## src/rtl/tdm_one_four_demux_if.sv

```systemverilog
// Bundle between a TDM serialiser and the 1:4 demux: serial beat in, recovered frame out.
// master: the upstream/observer side (drives beats, watches the frame outputs).
// slave:  the demux itself. err_cnt exists only when DEMUX_ERRCNT_EN is defined.
interface tdm_one_four_demux_if #(
  parameter int W = 1
);
  logic         in_valid;
  logic         sof;
  logic [W-1:0] din;
  logic [W-1:0] y1;
  logic [W-1:0] y2;
  logic [W-1:0] y3;
  logic [W-1:0] y4;
  logic         frame_valid;
  logic [1:0]   sel;
  logic         sync_err;
`ifdef DEMUX_ERRCNT_EN
  logic [7:0]   err_cnt;
`endif

  modport master (
    output in_valid, sof, din,
    input  y1, y2, y3, y4, frame_valid, sel, sync_err
`ifdef DEMUX_ERRCNT_EN
    , err_cnt
`endif
  );

  modport slave (
    input  in_valid, sof, din,
    output y1, y2, y3, y4, frame_valid, sel, sync_err
`ifdef DEMUX_ERRCNT_EN
    , err_cnt
`endif
  );
endinterface

```

## src/rtl/tdm_one_four_demux.sv

```systemverilog
// Purpose: rebuild four parallel channels from a 4-slot TDM stream, aligned on sof.
// Latency: y1..y4/frame_valid visible one edge after the slot-3 beat is sampled.
// Backpressure: none; in_valid=0 freezes all state, gaps of any length allowed.
//
// Ports: clk, rst_n (async active-low); bus (tdm_one_four_demux_if.slave):
//   in  in_valid, sof, din[W-1:0]
//   out y1..y4[W-1:0], frame_valid, sel[1:0], sync_err, err_cnt[7:0]
// Optional: DEMUX_ERRCNT_EN adds the saturating err_cnt sync-error counter.
module tdm_one_four_demux #(
  parameter int W = 1
) (
  input  logic                   clk,
  input  logic                   rst_n,
  tdm_one_four_demux_if.slave    bus
);

  typedef enum logic {
    HUNT   = 1'b0,
    LOCKED = 1'b1
  } state_t;

  state_t       state_q, state_d;
  logic [1:0]   sel_q, sel_d;
  logic [W-1:0] s0_q, s0_d;
  logic [W-1:0] s1_q, s1_d;
  logic [W-1:0] s2_q, s2_d;
  logic [W-1:0] y1_q, y1_d;
  logic [W-1:0] y2_q, y2_d;
  logic [W-1:0] y3_q, y3_d;
  logic [W-1:0] y4_q, y4_d;
  logic         frame_valid_q, frame_valid_d;
  logic         sync_err_q, sync_err_d;

  logic         beat;
  logic         beat_sof;
  logic [W-1:0] din;

  assign beat     = bus.in_valid;
  assign beat_sof = bus.sof;
  assign din      = bus.din;

  // State register
  always_ff @(posedge clk or negedge rst_n) begin
    if (!rst_n) begin
      state_q       <= HUNT;
      sel_q         <= 2'd0;
      s0_q          <= '0;
      s1_q          <= '0;
      s2_q          <= '0;
      y1_q          <= '0;
      y2_q          <= '0;
      y3_q          <= '0;
      y4_q          <= '0;
      frame_valid_q <= 1'b0;
      sync_err_q    <= 1'b0;
    end else begin
      state_q       <= state_d;
      sel_q         <= sel_d;
      s0_q          <= s0_d;
      s1_q          <= s1_d;
      s2_q          <= s2_d;
      y1_q          <= y1_d;
      y2_q          <= y2_d;
      y3_q          <= y3_d;
      y4_q          <= y4_d;
      frame_valid_q <= frame_valid_d;
      sync_err_q    <= sync_err_d;
    end
  end

  // Next-state and datapath. Everything holds by default; the two strobes
  // default low so they only ever last one cycle.
  always_comb begin
    state_d       = state_q;
    sel_d         = sel_q;
    s0_d          = s0_q;
    s1_d          = s1_q;
    s2_d          = s2_q;
    y1_d          = y1_q;
    y2_d          = y2_q;
    y3_d          = y3_q;
    y4_d          = y4_q;
    frame_valid_d = 1'b0;
    sync_err_d    = 1'b0;

    if (beat) begin
      unique case (state_q)
        HUNT: begin
          // Non-sof beats carry no alignment information and are dropped
          // silently; only an sof beat can start a frame.
          if (beat_sof) begin
            s0_d    = din;
            sel_d   = 2'd1;
            state_d = LOCKED;
          end
        end

        LOCKED: begin
          if (beat_sof) begin
            // sof mid-frame: the partial frame is abandoned (y untouched)
            // and this beat restarts alignment as slot 0.
            if (sel_q != 2'd0) begin
              sync_err_d = 1'b1;
            end
            s0_d  = din;
            sel_d = 2'd1;
          end else begin
            unique case (sel_q)
              2'd0: begin
                // Expected a frame start but got a mid-frame beat: we have
                // lost alignment, so fall back to hunting for sof.
                sync_err_d = 1'b1;
                sel_d      = 2'd0;
                state_d    = HUNT;
              end
              2'd1: begin
                s1_d  = din;
                sel_d = 2'd2;
              end
              2'd2: begin
                s2_d  = din;
                sel_d = 2'd3;
              end
              2'd3: begin
                // Slot 3 goes straight to y4; the whole frame publishes at
                // once so a partial frame can never appear on the outputs.
                y1_d          = s0_q;
                y2_d          = s1_q;
                y3_d          = s2_q;
                y4_d          = din;
                frame_valid_d = 1'b1;
                sel_d         = 2'd0;
              end
              default: begin
                sel_d = 2'd0;
              end
            endcase
          end
        end

        default: begin
          state_d = HUNT;
          sel_d   = 2'd0;
        end
      endcase
    end
  end

`ifdef DEMUX_ERRCNT_EN
  logic [7:0] err_cnt_q;

  // Counts alongside the sync_err register so the count and the pulse
  // become visible on the same edge.
  always_ff @(posedge clk or negedge rst_n) begin
    if (!rst_n) begin
      err_cnt_q <= 8'd0;
    end else if (sync_err_d && (err_cnt_q != 8'hFF)) begin
      err_cnt_q <= err_cnt_q + 8'd1;
    end
  end

  assign bus.err_cnt = err_cnt_q;
`endif

  assign bus.y1          = y1_q;
  assign bus.y2          = y2_q;
  assign bus.y3          = y3_q;
  assign bus.y4          = y4_q;
  assign bus.frame_valid = frame_valid_q;
  assign bus.sel         = sel_q;
  assign bus.sync_err    = sync_err_q;

  // A beat either completes a frame or breaks alignment, never both.
  a_no_err_with_frame : assert property (
    @(posedge clk) disable iff (!rst_n) !(sync_err_q && frame_valid_q)
  );

  // While hunting the slot counter always sits at 0.
  a_hunt_sel_zero : assert property (
    @(posedge clk) disable iff (!rst_n) (state_q == HUNT) |-> (sel_q == 2'd0)
  );

endmodule

```

## src/flat_wrapper.sv

```systemverilog
// flat-port wrapper written by rule: the top's interface ports become plain ports
module tdm_one_four_demux_flat 
#(
  parameter int W = 1
)
  (clk, rst_n, bus_in_valid, bus_sof, bus_din, bus_y1, bus_y2, bus_y3, bus_y4, bus_frame_valid, bus_sel, bus_sync_err);
  tdm_one_four_demux_if #(.W(W)) bus_i ();
  input  logic clk;
  input  logic rst_n;
  input wire logic [$bits(bus_i.in_valid)-1:0] bus_in_valid;
  input wire logic [$bits(bus_i.sof)-1:0] bus_sof;
  input wire logic [$bits(bus_i.din)-1:0] bus_din;
  output wire logic [$bits(bus_i.y1)-1:0] bus_y1;
  output wire logic [$bits(bus_i.y2)-1:0] bus_y2;
  output wire logic [$bits(bus_i.y3)-1:0] bus_y3;
  output wire logic [$bits(bus_i.y4)-1:0] bus_y4;
  output wire logic [$bits(bus_i.frame_valid)-1:0] bus_frame_valid;
  output wire logic [$bits(bus_i.sel)-1:0] bus_sel;
  output wire logic [$bits(bus_i.sync_err)-1:0] bus_sync_err;
  assign bus_i.in_valid = bus_in_valid;
  assign bus_i.sof = bus_sof;
  assign bus_i.din = bus_din;
  assign bus_y1 = bus_i.y1;
  assign bus_y2 = bus_i.y2;
  assign bus_y3 = bus_i.y3;
  assign bus_y4 = bus_i.y4;
  assign bus_frame_valid = bus_i.frame_valid;
  assign bus_sel = bus_i.sel;
  assign bus_sync_err = bus_i.sync_err;
  tdm_one_four_demux #(.W(W)) u_core (.clk(clk), .rst_n(rst_n), .bus(bus_i));
endmodule
```

## config.mk

```make
export PLATFORM = sky130hd
export DESIGN_NAME = tdm_one_four_demux_flat
export DESIGN_NICKNAME = d
export VERILOG_FILES = /design/src/rtl/tdm_one_four_demux_if.sv /design/src/rtl/tdm_one_four_demux.sv /design/src/flat_wrapper.sv
export SDC_FILE = /design/constraint.sdc
export NUM_CORES = 1
export LEC_CHECK = 0
export CAP_MARGIN = 20
export CORE_MARGIN = 3
export CORE_UTILIZATION = 40
export DETAILED_ROUTE_END_ITERATION = 16
export PLACE_DENSITY_LB_ADDON = 0.12
export SYNTH_ARGS = -nofsm -noshare
export SYNTH_HDL_FRONTEND = slang
export SYNTH_SLANG_ARGS = --single-unit
export TNS_END_PERCENT = 5
```

## constraint.sdc

```tcl
create_clock -name clk -period 1.81 [get_ports clk]
set_input_delay 0.2715 -clock clk [delete_from_list [all_inputs] [get_ports clk]]
set_output_delay 0.2715 -clock clk [all_outputs]
set_load 0.02 [all_outputs]
```

# Word-level counts from Yosys, hierarchy flattened
# Cells that the tools add are included.
# totals
reg_bits	12
input_bits	5
output_inout_bits	8
elab_cells	43
# op_classes
n_eq_ne	4
mux	18
bitwise	2
reduce_logical	8
# op_table
cell	count
2-to-1 mux 1 bit	13
AND reduction 4 bit	3
case mux 2 bit (3 select lines)	1
equality test 2 bit (second input constant)	2
2-to-1 mux 2 bit	2
case mux 2 bit (2 select lines)	1
AND reduction 2 bit	2
equality test 2 x 1 -> 1 bit (second input constant)	1
zero test 2 bit	1
inequality test 2 bit (second input constant)	1
inverter 1 bit	2
case mux 1 bit (2 select lines)	1
nonzero test 2 bit	1
OR reduction 2 bit	1

# Logic depth before layout (Yosys ltp)
# logic_depth
ltp_word	5
depth_mapped	4
mapped_depth_nobuf	4

# Worst setup path after synthesis
# Ideal clock, no wire load.
# synth_timing
path_kind	register to register
startpoint	register u_core.sel_q[0], in the netlist u_core.bus.sel[0]
endpoint	register u_core.s2_q
setup_ns	0.127
arrival_time_ns	1.218
required_time_ns	1.683
setup_slack_ns	0.464
path_stages_with_launch	5
n_path_buf	0
period_less_slack_ns	1.346
path_cell_list	dfrtp_1 > inv_1 > ha_1 > nand4b_1 > mux2_1
# synth_via
elab_chain_cells	2
# synth_lines
item	line	text
from (decl)	tdm_one_four_demux.sv:23	logic [1:0] sel_q, sel_d;
from (signal assigned)	tdm_one_four_demux.sv:58	sel_q <= sel_d;
equality test 2 bit	tdm_one_four_demux.sv:108	unique case (sel_q)
AND reduction 4 bit (no source line)	n/a	
to (signal assigned)	tdm_one_four_demux.sv:49	s2_q <= '0;
to (signal assigned)	tdm_one_four_demux.sv:61	s2_q <= s2_d;
to (decl)	tdm_one_four_demux.sv:26	logic [W-1:0] s2_q, s2_d;
# No other way between the ends.
# A chain may end at the register's enable or synchronous reset.

# Worst setup path after layout
# layout_timing
startpoint	register u_core.sel_q[1], in the netlist u_core.bus.sel[1]
endpoint	output bus_sel[1]
# layout_lines
item	line	text
to (decl)	flat_wrapper.sv:18	output wire logic [$bits(bus_i.sel)-1:0] bus_sel;
# No word-level cell between the ends.

==> flow_metrics.tcl <==
set metrics [dict create \
    combPwrFrac_pct 42.1 \
    p_leak_nw 0.368 \
    clock_latency_ns 0.27 \
    ys_seq_area_share_pct 47.8 \
    hold_viol 0 \
    syn_inst 47 \
    cp-end-kind "output pin" \
    final_nets 72 \
    min_period_ns 1.65 \
    cts_root_buffer "clkbuf_4" \
    syn_to_final_growth_pct 20.9 \
    grt_pass1_vias 382 \
    grt_max_degree 13 \
    p_per_area_nw_per_um2 1410 \
    tightest_slew_ns 0.525 \
    seqPwrFrac_pct 43.2 \
    ant_nets 0 \
    rsz0062_at_grt "no" \
    worst_path_dominant_cell_family "buffers and inverters" \
    utilization_pct 54.9 \
    cts_tree "built" \
    syn_area_per_cell_um2 13.4 \
    viasPerCell 5.18 \
    drv_slew 0 \
    dr.pass1.iters 3 \
    vdd_ir_drop_max_v 0.000609 \
    worst_slack_ns 0.164 \
    numCtsBuffers 3 \
    relSlewSlack_pct 64.9 \
    p_clk_share_pct 14.7 \
    post_cts_buffers 0 \
    yosysWarnings 0 \
    die_x_um 45.6 \
    initial_core_util_pct 45.4 \
    cts.sinks 12 \
    rows 13 \
    cpMaxStageDelayCell "clkdlybuf4s50_1" \
    cp.arrival_ns 1.37 \
    p_switching_w 0.000379 \
    critPathMaxFanout 6 \
    vias 383 \
    wirelength_mm 1.04 \
    drt_iter0_drc 3 \
    max_stage_delay_ns 0.65 \
    cts_resized 0 \
    pre_cts_ws_ns 0.147 \
    port_buffers 12 \
    synth_nets 58 \
    critPathBufInv 1 \
    ioPinCount 13 \
    drc_errors 0 \
    syn_area_um2 628 \
    grt_pass1_wl_mm 1.80 \
    antenna_cells 0 \
    synth_seq_cells 12 \
    min_period_over_period_pct 90.9 \
    status "completed" \
    clkTransAtPathRegs_ns 0.07 \
    core_area_um2 1380 \
    dieArea_um2 2080 \
    largest_register_ffs 2 \
    p_int_w 0.000695 \
    synth_cell_types 18 \
    clock_skew_ns 0.00128 \
    timing.hold.ws_ns 0.347 \
    grt-ovfl-total 0 \
    chipHeight_um 45.6 \
    switching_share_pct 35.3 \
    cp_cell_sequence "clkdlybuf4s50_1" \
    cts_buffer_depth 2 \
    ctsHoldBuffers 0 \
    hold_class "input pin to asynchronous set/reset pin" \
    antenna_found_initial 0 \
    maxCapViolCount 0 \
    criticalPathCategory "register to output pin" \
    grtUsageTotal_pct 12.6 \
    fmax_mhz 608 \
    drive_gt1_share_pct 16.9 \
    htreeDepth 1 \
    globalplace.congestion 0.872 \
    startpoint_type "register" \
    synthTopCellsByArea "dfrtp_1 48%, ha_1 12%, mux2_4 9.6%, nand4b_1 4.2%, nand4b_4 3.8%" \
    fin_tns_setup_ns 0 \
    post-dp-hpwl_um 788 \
    netlist.area_leader.share_pct 47.8 \
    wl_per_cell_um 14.1 \
    setup_violations 0 \
    yosysTopAreaCell "dfrtp_1" \
    required_ns 1.54 \
]
cells by family after synthesis:
group           count (synthesis)  share of synthesized area (%)
mux                             7                           14.9
flops                          12                           47.8
simple gates                   12                           14.9
compound gates                  3                           3.19
fa+ha+maj                       6                           12.0
buf+inv                         7                           7.17
stage by stage:
| stage | cell area [um2] | power [W] | cells |
|---|---|---|---|
| after floorplan | 628 | 0.000735 | 47 |
| after global placement | 737 | 0.000911 | 71 |
| after detailed placement | 737 | 0.000926 | 71 |
| after CTS | 759 | 0.00109 | 74 |
| after global routing | 759 | 0.00115 | 74 |
| final | 759 | 0.00107 | 74 |
synthesized netlist by cell type, drive strengths merged:
cell and count:
nor2 2, nand2 2, and4bb 1, buf 3, mux2 7, a21oi 1
ha 6, nand2b 1, dfrtp 12, inv 4, nor3 2, nand4b 4
a31oi 1, o311ai 1
cell usage in the layout (no fill, tap or decap):
cell,synthesis,final
dfrtp_1,12,12
clkbuf_4,0,3
mux2_1,2,2
nand4b_4,1,1
mux2_4,4,4
a31oi_1,1,1
and4bb_2,1,1
mux2_2,1,1
nand4b_1,3,3
clkdlybuf4s50_1,0,12
nor2_1,2,2
nor3_1,2,2
nand2_1,2,2
a21oi_1,1,1
ha_1,6,6
o311ai_0,1,1
inv_1,4,4
nand2b_1,1,1
worst paths after layout:
kind                                         from  slack, ns  cells past startpoint            end
worst max-delay path            u_core.bus.sel[1]       0.16                      1     bus_sel[1]
worst min-delay path                        rst_n       0.35                      1    u_core.s1_q
worst max register to register  u_core.bus.sel[1]       0.48                      4    u_core.s1_q
worst min register to register      u_core.bus.y4       0.51                      1  u_core.bus.y4
max in group asynchronous                   rst_n       1.12                      1  u_core.bus.y2
min in group clk                    u_core.bus.y4       0.51                      1  u_core.bus.y4
layer usage:
metal / GRT usage (%) / routed length, um / vias up
met1: 16.5 / 501 / 184
met4: 5.26 / 0 / 0
met3: 5.93 / 77 / 0
met2: 17.5 / 465 / 10
met5: 0 / 0 / -
li1: - / - / 189
power groups by stage:
| stage | Clock (W) | Combinational [W] | Sequential, W |
|---|---|---|---|
| after floorplan | 0 | 0.000218 | 0.000517 |
| after global routing | 0.000179 | 0.000492 | 0.000480 |
| final | 0.000158 | 0.000452 | 0.000464 |
| after CTS | 0.000169 | 0.000459 | 0.000463 |
| after detailed placement | 0 | 0.000457 | 0.000469 |
| after global placement | 0 | 0.000447 | 0.000464 |
area by class of cell:
cell class	count	area (um2)
Clock buffer	3	22.5
Fill cell	114	623
Inverter	4	15.0
Multi-Input combinational cell	28	283
Sequential cell	12	300
Tap cell	15	18.8
Timing Repair Buffer	12	120
No activity file was read; power rests on OpenSTA's default activity.
